**src/rtl/polar_pkg.sv**
```systemverilog
// Shared definitions for the polar-decoder processing element: mode
// encodings, the symmetric LLR limit and the saturating helpers used by
// the per-lane arithmetic.
package polar_pkg;

    localparam logic PE_F = 1'b0;
    localparam logic PE_G = 1'b1;

    // Largest magnitude an LLR may carry; the most-negative code is excluded.
    function automatic int llr_max(input int w);
        return (1 << (w - 1)) - 1;
    endfunction

    // Clip a value to the symmetric range [-llr_max(w), +llr_max(w)].
    function automatic int sat_sym(input int value, input int w);
        int lim;
        lim = llr_max(w);
        if (value > lim)
            return lim;
        else if (value < -lim)
            return -lim;
        else
            return value;
    endfunction

    // Magnitude of a w-bit code, mapping the most-negative code to llr_max(w).
    function automatic int abs_sat(input int value, input int w);
        int lim;
        lim = llr_max(w);
        if (value <= -(lim + 1))
            return lim;
        else if (value < 0)
            return -value;
        else
            return value;
    endfunction

endpackage

```
**src/rtl/polar_pe_lane.sv**
```systemverilog
// One lane of the polar PE, purely combinational. The first half prepares
// the operands captured by S1; the second half turns the S1 register
// contents into the f / g result and the lane saturation flag for S2.
module polar_pe_lane
    import polar_pkg::*;
#(
    parameter int W = 8
) (
    input  logic signed [W-1:0] x,
    input  logic signed [W-1:0] y,
    output logic signed [W:0]   s,
    output logic signed [W:0]   d,
    output logic [W-1:0]        ax,
    output logic [W-1:0]        ay,
    output logic                sgn,
    output logic                fx,
    output logic                fy,
    input  logic                mode_p1,
    input  logic                u_p1,
    input  logic signed [W:0]   s_p1,
    input  logic signed [W:0]   d_p1,
    input  logic [W-1:0]        ax_p1,
    input  logic [W-1:0]        ay_p1,
    input  logic                sgn_p1,
    input  logic                fx_p1,
    input  logic                fy_p1,
    output logic signed [W-1:0] res,
    output logic                sat
);

    localparam logic signed [W-1:0] MOST_NEG = {1'b1, {(W-1){1'b0}}};

    logic [W-1:0]      m;
    logic              x_min;
    logic              y_min;
    logic signed [W:0] g_val;
    int                g_clip;

    // Operand preparation ahead of the S1 boundary; fx/fy remember which
    // magnitudes were forced so S2 can flag a saturated minimum.
    always_comb begin
        s   = $signed({x[W-1], x}) + $signed({y[W-1], y});
        d   = $signed({y[W-1], y}) - $signed({x[W-1], x});
        ax  = W'(abs_sat(int'(x), W));
        ay  = W'(abs_sat(int'(y), W));
        sgn = x[W-1] ^ y[W-1];
        fx  = (x == MOST_NEG);
        fy  = (y == MOST_NEG);
    end

    // Result selection ahead of the S2 boundary; a forced operand that ties
    // for the minimum counts as the selected one.
    always_comb begin
        x_min  = (ax_p1 <= ay_p1);
        y_min  = (ay_p1 <= ax_p1);
        m      = x_min ? ax_p1 : ay_p1;
        g_val  = u_p1 ? d_p1 : s_p1;
        g_clip = sat_sym(int'(g_val), W);
        if (mode_p1 == PE_G) begin
            res = W'(g_clip);
            sat = (g_clip != int'(g_val));
        end else begin
            res = sgn_p1 ? $signed(-m) : $signed(m);
            sat = (fx_p1 && x_min) || (fy_p1 && y_min);
        end
    end

endmodule

```
**src/rtl/polar_pe_pipe.sv**
```systemverilog
// Two-stage pipelined polar PE over LANES parallel LLR pairs with a
// bubble-collapsing valid/ready handshake and a saturating count of
// saturated lanes seen at the output.
module polar_pe_pipe
    import polar_pkg::*;
#(
    parameter int W     = 8,
    parameter int LANES = 4,
    parameter int CNT_W = 16
) (
    input  logic                 clk,
    input  logic                 rst,
    input  logic                 in_valid,
    output logic                 in_ready,
    input  logic                 mode,
    input  logic [LANES-1:0]     u,
    input  logic [LANES*W-1:0]   x,
    input  logic [LANES*W-1:0]   y,
    output logic                 out_valid,
    input  logic                 out_ready,
    output logic [LANES*W-1:0]   llr_out,
    output logic                 sat_any,
    output logic [CNT_W-1:0]     sat_cnt,
    input  logic                 cnt_clr
);

    localparam int PW = $clog2(LANES + 1);
    localparam int SW = CNT_W + 1;

    logic vld_p1;
    logic vld_p2;
    logic ld_p1;
    logic ld_p2;
    logic fire;

    logic signed [W:0]   s_c  [LANES];
    logic signed [W:0]   d_c  [LANES];
    logic [W-1:0]        ax_c [LANES];
    logic [W-1:0]        ay_c [LANES];
    logic [LANES-1:0]    sgn_c;
    logic [LANES-1:0]    fx_c;
    logic [LANES-1:0]    fy_c;

    logic                mode_p1;
    logic [LANES-1:0]    u_p1;
    logic signed [W:0]   s_p1  [LANES];
    logic signed [W:0]   d_p1  [LANES];
    logic [W-1:0]        ax_p1 [LANES];
    logic [W-1:0]        ay_p1 [LANES];
    logic [LANES-1:0]    sgn_p1;
    logic [LANES-1:0]    fx_p1;
    logic [LANES-1:0]    fy_p1;

    logic [LANES*W-1:0]  llr_nxt;
    logic [LANES-1:0]    sat_nxt;
    logic [LANES-1:0]    sat_p2;

    logic [PW-1:0]       pop;
    logic [SW-1:0]       cnt_sum;

    for (genvar i = 0; i < LANES; i++) begin : g_lane
        polar_pe_lane #(.W(W)) u_lane (
            .x       (x[i*W +: W]),
            .y       (y[i*W +: W]),
            .s       (s_c[i]),
            .d       (d_c[i]),
            .ax      (ax_c[i]),
            .ay      (ay_c[i]),
            .sgn     (sgn_c[i]),
            .fx      (fx_c[i]),
            .fy      (fy_c[i]),
            .mode_p1 (mode_p1),
            .u_p1    (u_p1[i]),
            .s_p1    (s_p1[i]),
            .d_p1    (d_p1[i]),
            .ax_p1   (ax_p1[i]),
            .ay_p1   (ay_p1[i]),
            .sgn_p1  (sgn_p1[i]),
            .fx_p1   (fx_p1[i]),
            .fy_p1   (fy_p1[i]),
            .res     (llr_nxt[i*W +: W]),
            .sat     (sat_nxt[i])
        );
    end

    // Stage advance: S2 moves when empty or drained, S1 moves when empty or
    // when S2 takes its contents, so bubbles collapse.
    always_comb begin
        ld_p2     = !vld_p2 || out_ready;
        ld_p1     = !vld_p1 || ld_p2;
        in_ready  = ld_p1;
        out_valid = vld_p2;
        sat_any   = |sat_p2;
        fire      = vld_p2 && out_ready;
    end

    // S1 valid flag.
    always_ff @(posedge clk) begin
        if (rst)
            vld_p1 <= 1'b0;
        else if (ld_p1)
            vld_p1 <= in_valid;
    end

    // ---- S1 boundary: operands captured only on an accepted beat ----
    always_ff @(posedge clk) begin
        if (ld_p1 && in_valid) begin
            mode_p1 <= mode;
            u_p1    <= u;
            sgn_p1  <= sgn_c;
            fx_p1   <= fx_c;
            fy_p1   <= fy_c;
            for (int i = 0; i < LANES; i++) begin
                s_p1[i]  <= s_c[i];
                d_p1[i]  <= d_c[i];
                ax_p1[i] <= ax_c[i];
                ay_p1[i] <= ay_c[i];
            end
        end
    end

    // ---- S2 boundary: result and saturation flags, held under backpressure ----
    always_ff @(posedge clk) begin
        if (rst) begin
            vld_p2  <= 1'b0;
            llr_out <= '0;
            sat_p2  <= '0;
        end else if (ld_p2) begin
            vld_p2 <= vld_p1;
            if (vld_p1) begin
                llr_out <= llr_nxt;
                sat_p2  <= sat_nxt;
            end
        end
    end

    // Number of saturated lanes in the beat at the output and the widened
    // running total used for overflow detection.
    always_comb begin
        pop = '0;
        for (int i = 0; i < LANES; i++)
            pop = pop + PW'(sat_p2[i]);
        cnt_sum = {1'b0, sat_cnt} + SW'(pop);
    end

    // Saturation event counter: clear wins, otherwise add on each handshake
    // and stick at all-ones.
    always_ff @(posedge clk) begin
        if (rst || cnt_clr)
            sat_cnt <= '0;
        else if (fire)
            sat_cnt <= cnt_sum[CNT_W] ? '1 : cnt_sum[CNT_W-1:0];
    end

endmodule
```
**config.mk**
```make
export PLATFORM = sky130hd
export DESIGN_NAME = polar_pe_pipe
export DESIGN_NICKNAME = d
export VERILOG_FILES = /design/src/rtl/polar_pkg.sv /design/src/rtl/polar_pe_lane.sv /design/src/rtl/polar_pe_pipe.sv
export SDC_FILE = /design/constraint.sdc
export NUM_CORES = 1
export LEC_CHECK = 0
export CAP_MARGIN = 20
export CORE_MARGIN = 5
export CORE_UTILIZATION = 45
export CTS_CLUSTER_SIZE = 10
export DETAILED_ROUTE_END_ITERATION = 8
export PLACE_DENSITY = 0.76
export SYNTH_ARGS = -nofsm -noshare
export SYNTH_HDL_FRONTEND = slang
export SYNTH_HIERARCHICAL = 1
export SYNTH_SLANG_ARGS = --single-unit
```
**constraint.sdc**
```tcl
create_clock -name clk -period 10 [get_ports clk]
set_input_delay 2 -clock clk [delete_from_list [all_inputs] [get_ports clk]]
set_output_delay 2 -clock clk [all_outputs]
set_load 0.005 [all_outputs]
```
==> summary.txt, run 1 <==
Run status
  – Outcome: finished clean

GRT
  – Met1 Use GR: 0.252
  – Layer with the highest usage: met2
  – Met3 Track Usage GR: 0.0227
  – Antenna violations before repair: 0
  – Vias in the first global route: 11260
  – Met2 usage: 0.328
  – First-pass GRT wire length: 56.6 mm
  – Gr usage total: 0.190
  – Largest net degree at the start of global routing: 78
  – Grt total ovfl: 0

Power
  – Pwr/cell area: 149 mW/mm²
  – Leakage power: 6.50 nW
  – Max rail drop VDD: 0.134 mV

Final layout
  – Inserted Diodes: 0
  – Area of the multi-input gates: 0.00776 mm²
  – Nets: 1844
  – Register Area: 0.00568 mm²
  – Layout cell share with drive strength beyond 1: 0.0360
  – Layout fillers: 2754
  – Fin area: 0.0165 mm²
  – Final Util: 0.524
  – Area growth syn-to-layout: 15.9%
  – Final cell count without fillers: 2067

Synth
  – Synth Area in Compound Gates: 0.158
  – XOR/XNOR share of the synthesized area: 0.0598
  – Synth Register Bits: a little over 200
  – Post-Syn Nets: 1736
  – Ys async rst share: 0
  – Post-Syn Area: between 0.01 and 0.015 mm²
  – Adder-cell share of the synthesized area: 0.115
  – Yosys cell types: 79
  – Simple-gate share of the synthesized area: 0.177
  – Syn Area/Cell: roughly 9.2 µm²
  – Post-synthesis sequential area ratio: 0.400
  – Synth cell count leaders: nand2_1, edfxtp_1, inv_1
  – Cell with the most instances after synthesis: nand2_1
  – Post-synthesis mux area share: 0.0360
  – Ys flop type: edfxtp_1
  – EDFF count, synth: 153
  – Top-area cell type share of the netlist area: 0.323
  – Count of mapped cells out of synthesis: 1538
  – Cell taking the most area after synthesis: edfxtp_1
  – Largest family of logic cells by synthesized area: simple AND/OR/NAND/NOR gates
  – Yosys warnings: 6
  – Synth top area cells: edfxtp_1, ha_1, dfxtp_1, nand2_1, a21oi_1

Run
  – MaxCap Viol Count: 0

STA
  – Setup Skew: 0.0172 ns
  – Final Max Slew Viols: 0
  – RSZ-0062 raised after global routing: false
  – Fin Setup TNS: 0 ns
  – Max-slew headroom at the worst pin: 0.358
  – Final Hold Vio Count: 0
  – Tmin final: roughly 5.5 ns
  – Max Fclk: 0.181 GHz
  – Worst-Margin Slew: 0.963 ns
  – Setup violators final: 0
  – Final Cycle Share: 0.553

CTS
  – H-tree depth: 1
  – Post-cts sizing count: 0
  – Clock latency at the later pin of the worst-skew pair: between 0.5 and 0.6 ns
  – CTS max path bufs: 3
  – CTS hold repair buffers: 0
  – Clock transition at the registers of the reported paths: 0.05 ns
  – CTS tree: built
  – Number of CTS-inserted buffers: 25
  – Post-CTS setup buffer count: 0
  – Clock Root Buffer: clkbuf_16
  – Clock sinks: about 210

Setup path
  – Max FO, Critical Path: 8
  – R2R depth: 14
  – CP bufs+invs: 2
  – CP Launch Point: out_ready
  – Most used cell, CP: clkdlybuf4s50_1
  – Delay-heaviest family, CP: buffers and inverters
  – Max stage delay on crit path: 0.64 ns
  – Crit. path cell count: 4
  – Worst path cell trace: clkdlybuf4s50_1 -> and2b_2 -> nand2_1 -> clkdlybuf4s50_1
  – Slowest CP cell: clkdlybuf4s50_1
  – CP startpoint kind: input port
  – CP Capture Type: primary output
  – Crit path kind: input port to primary output
  – Data arrival, critical path: 3.53 ns
  – CP required: 8.00 ns
  – Worst R2R Start: ay_p1[2][2]$_DFFE_PP_

Floorplan
  – Row cnt: 65
  – Initial Util: 0.452
  – Die Area: 0.0352 mm²
  – IO Pins: 125
  – DIE WIDTH: 188 µm
  – Core Area: approximately 0.031 mm²
  – Die Y: 188 µm

Placed design
  – DP Wirelength: roughly 27 mm
  – Port Buf Inserts: 124
  – Placed Instances: just over 2000
  – Placer Congestion: 0.914
  – DP Area: 0.0157 mm²

Routing
  – TritonRoute pass-1 iters: 5
  – Post-route ant nets: 0
  – Wire per inst: 16.8 µm
  – Routed vias: 11586
  – Via density per instance: 5.61
  – Drt initial violations: between 700 and 800
  – DRC viols: 0
  – Final WL: 34.8 mm

Worst hold path
  – Hold Path Stages: 2
  – HP Start: llr_out[15]$_SDFFE_PP0P_
  – Hold crit path type: register to register
## kinds of logic after synthesis
kind of cell / after synthesis
and+or+nand+nor: 527
AOI/OAI and AO/OA: 342
DFF: 207
buffers and inverters: 190
adders and majority gates: 124
xor gates and xnor gates: 97
muxes: 51
## tightest hold or removal path: stages, from the launching register on
cell and delay [ns]:
dfxtp_1 0.30, nand2_1 0.05, a21oi_1 0.05
## path summary, 6_finish.rpt
kind	endpoint	slack [ns]
worst min register to register	llr_out[15]$_SDFFE_PP0P_	0.45
worst min-delay path	llr_out[15]$_SDFFE_PP0P_	0.45
worst max-delay path	in_ready	4.47
worst max register to register	llr_out[22]$_SDFFE_PP0P_	6.34
## power by group
| group | switching (mW) | total (mW) | internal (mW) |
|---|---|---|---|
| sequential | 0.0581 | 1.08 | 1.02 |
| clock | 0.329 | 0.803 | 0.474 |
| combinational | 0.323 | 0.567 | 0.244 |
| total | 0.710 | 2.45 | 1.74 |
## per-stage QoR
stage                     power, mW  hold slack, ns  setup WS, ns
after floorplan                1.47           0.444          3.64
after CTS                      2.46           0.454          4.46
final                          2.45           0.452          4.47
after global routing           2.58           0.467          4.40
after global placement         1.64           0.443          4.46
after detailed placement       1.65           0.446          4.47
## cells in the final DEF, fill, tap and decap left out, drive strengths merged, types with 54 or more instances in the layout
master / count
a21oi: 126
clkdlybuf4s50: 123
dfxtp: 54
edfxtp: 153
ha: 113
inv: 146
nand2: 178
nor2: 125
o21ai: 70
xnor2: 68
## final cells by class
class	instances	share of cell area
sequential	207	0.345
timing repair buffer	127	0.0764
inverter	144	0.0328
multi-input combinational	1141	0.472
clock inverter	3	0.00122
clock buffer	43	0.0427
tap	402	0.0305
## per-layer routing
layer  up-vias  routed length, µm
li1       5722                  -
met1      5471              15500
met2       335              16600
met3        58               1700
met4         0                966
met5         -                  0
## sequential cells by signal, summed over array words and instances, names as in the netlist
register,flops
out_valid,1
d_p1,36
fy_p1,4
sgn_p1,4
llr_out,32
s_p1,36
u_p1,4
sat_cnt,16
sat_p2,4
vld_p1,1
mode_p1,1
fx_p1,4
ay_p1,32
ax_p1,32
Power figures use the tool's default switching activity.
==> run 2: changes to the inputs <==
==> constraint.sdc (replaced) <==
create_clock -name clk -period 5.2 [get_ports clk]
set_input_delay 1.04 -clock clk [delete_from_list [all_inputs] [get_ports clk]]
set_output_delay 1.04 -clock clk [all_outputs]
set_load 0.005 [all_outputs]
==> summary.txt, run 2 (same netlist as run 1, synthesis figures left out) <==
Routing
  – Routed vias: 11562 (-0.21%)
  – TritonRoute pass-1 iters: 5 (unchanged)
  – Final WL: 35.2 mm (+1.1%)
  – DRC viols: 0 (unchanged)
  – Drt initial violations: 774 (+1.3%)
  – Post-route ant nets: 0 (unchanged)
  – Via density per instance: 5.59 (-0.35%)
  – Wire per inst: 17.0 µm (+0.97%)

Power
  – Max rail drop VDD: 0.211 mV (+57%)
  – Total power: 4.83 mW (+98%)
  – Leakage power: 6.55 nW (+0.80%)
  – Pwr/cell area: 292 mW/mm² (+96%)

Run status
  – Outcome: finished clean

Setup path
  – R2R depth: 14 (unchanged)
  – R2R setup slack: 1.57 ns (-4.77 ns)
  – Worst r2r dst: llr_out[22]$_SDFFE_PP0P_
  – Crit path to: llr_out[22]$_SDFFE_PP0P_
  – Max FO, Critical Path: 7 (-1)
  – CP Capture Type: register
  – Data arrival, critical path: 4.06 ns (+0.53 ns)
  – CP required: 5.64 ns (-2.36 ns)
  – Max stage delay on crit path: 0.50 ns (-0.14 ns)
  – Worst path cell trace: ha_1 -> o21ai_1 -> a21oi_1 -> o31a_1 -> nor2_1 -> mux2i_1 -> ha_1 -> nand2_1 -> o31ai_1 -> xnor2_1 -> nor3_1 -> a311oi_1 -> nand2_1 -> a21oi_1
  – Slowest CP cell: edfxtp_1
  – CP startpoint kind: register
  – CP Launch Point: ay_p1[2][2]$_DFFE_PP_
  – Worst R2R Start: ay_p1[2][2]$_DFFE_PP_
  – Crit path kind: register to register

Final layout
  – Area of the multi-input gates: 0.00776 mm² (unchanged)
  – Register Area: 0.00568 mm² (unchanged)
  – Layout cell share with drive strength beyond 1: 0.0390 (+0.00293)
  – Inserted Diodes: 0 (unchanged)
  – Area growth syn-to-layout: 16.6%
  – Commonest non-fill, non-tap cell in the layout: nand2_1
  – Nets: 1846 (+0.11%)
  – Layout fillers: 2750 (-0.15%)
  – Most frequent cells in the layout: nand2_1, edfxtp_1, inv_1
  – Largest registers: d_p1 x36, s_p1 x36

Placed design
  – Placer Congestion: 0.931 (+1.8%)
  – Post-place setup slack: 1.59 ns (-2.89 ns)
  – Port Buf Inserts: 124 (unchanged)
  – DP Wirelength: 27.2 mm (+1.2%)

STA
  – Tmin final: 3.63 ns
  – Final Cycle Share: 0.697
  – Worst-Margin Slew: 0.921 ns (-0.0425 ns)
  – RSZ-0062 raised after global routing: false
  – Fin Setup TNS: 0 ns (unchanged)
  – Setup violators final: 0 (unchanged)
  – Final Max Slew Viols: 0 (unchanged)
  – Max Fclk: around 0.28 GHz
  – Final Hold Vio Count: 0 (unchanged)
  – Setup Skew: 0.0144 ns (-0.00283 ns)
  – Fin worst setup slack: 1.57 ns (-2.89 ns)
  – Max-slew headroom at the worst pin: 0.370 (+0.0124)

CTS
  – Clock latency at the later pin of the worst-skew pair: 0.52 ns (about the same)
  – Post-cts sizing count: 0 (unchanged)
  – CTS tree: built
  – Clock Root Buffer: clkbuf_16
  – Clock sinks: 207 (unchanged)
  – Clock transition at the registers of the reported paths: 0.05 ns (about the same)
  – Number of CTS-inserted buffers: 26 (+4.0%)
  – Post-CTS setup buffer count: 0 (unchanged)
  – H-tree depth: 1 (unchanged)
  – CTS hold repair buffers: 0 (unchanged)
  – CTS max path bufs: 3 (unchanged)

Floorplan
  – Die Y: 188 µm (unchanged)
  – DIE WIDTH: 188 µm (unchanged)
  – Die Area: 0.0352 mm² (unchanged)
  – IO Pins: 125 (unchanged)
  – Row cnt: 65 (unchanged)
  – Core Area: 0.0314 mm² (unchanged)
  – Initial Util: 0.452 (unchanged)

GRT
  – Gr usage total: 0.192 (+0.00199)
  – Vias in the first global route: 10993 (-2.4%)
  – Grt total ovfl: 0 (unchanged)
  – Antenna violations before repair: 0 (unchanged)
  – First-pass GRT wire length: 56.6 mm (about the same)
  – Largest net degree at the start of global routing: 77 (-1.3%)

Run
  – MaxCap Viol Count: 0 (unchanged)

Worst hold path
  – Hold crit path type: register to register
[run 2: changes by cell type in the layout (fill, tap and decap cells not counted)]
cell / delta
clkinv_2: +3
buf_12: +1
inv_4: -1
inv_6: -1
clkbuf_1: -2
clkbuf_8: -1
clkbuf_16: +4
[run 2: worst min path at each step]
stage	startpoint	end	slack [ns]	depth (start not counted)
after floorplan	sat_p2[3]$_SDFFE_PP0P_	sat_p2[3]$_SDFFE_PP0P_	0.44	2
after global placement	llr_out[24]$_SDFFE_PP0P_	llr_out[24]$_SDFFE_PP0P_	0.45	2
after detailed placement	llr_out[3]$_SDFFE_PP0P_	llr_out[3]$_SDFFE_PP0P_	0.45	2
after CTS	llr_out[22]$_SDFFE_PP0P_	llr_out[22]$_SDFFE_PP0P_	0.45	2
after global routing	llr_out[3]$_SDFFE_PP0P_	llr_out[3]$_SDFFE_PP0P_	0.47	2
final	llr_out[3]$_SDFFE_PP0P_	llr_out[3]$_SDFFE_PP0P_	0.45	2
[run 2: per-stage QoR]
| step | hold WS [ns] | instance area, µm² | util | instances |
|---|---|---|---|---|
| after detailed placement | 0.446 | 15800 | 0.502 | 2022 |
| after global placement | 0.445 | 15800 | 0.502 | 2022 |
| final | 0.450 | 16600 | 0.528 | 2070 |
| after global routing | 0.470 | 16600 | 0.528 | 2070 |
| after floorplan | 0.444 | 14200 | - | 1538 |
| after CTS | 0.454 | 16600 | 0.528 | 2070 |
[run 2: final cells by class]
| class | instances | share of cell area |
|---|---|---|
| Multi-Input combinational cell | 1141 | 0.469 |
| Inverter | 144 | 0.0326 |
| Tap cell | 402 | 0.0304 |
| Timing Repair Buffer | 128 | 0.0772 |
| Clock inverter | 4 | 0.00121 |
| Sequential cell | 207 | 0.343 |
| Clock buffer | 44 | 0.0472 |
[run 2: worst max-delay path: cells and delay by family (launching register included)]
family,cells,cell delay (ns)
muxes,1,0.30
adders and majority gates,2,0.60
and+or+nand+nor,4,0.69
AOI/OAI and AO/OA,6,1.25
xor gates and xnor gates,1,0.18
DFF,1,0.50
[run 2: routing by layer]
layer  vias up  track usage  part of all wire
met4         0       0.0528             0.028
met2       344        0.324              0.47
met5         -            0                 0
met1      5421        0.261              0.45
li1       5738            -                 -
met3        59       0.0261             0.052
[run 2: power breakdown]
part | internal [mW] | switching [mW] | total, mW | leakage, nW
registers | 1.96 | 0.113 | 2.07 | 1.94
logic | 0.472 | 0.622 | 1.09 | 4.22
clock network | 1.02 | 0.653 | 1.67 | 0.391
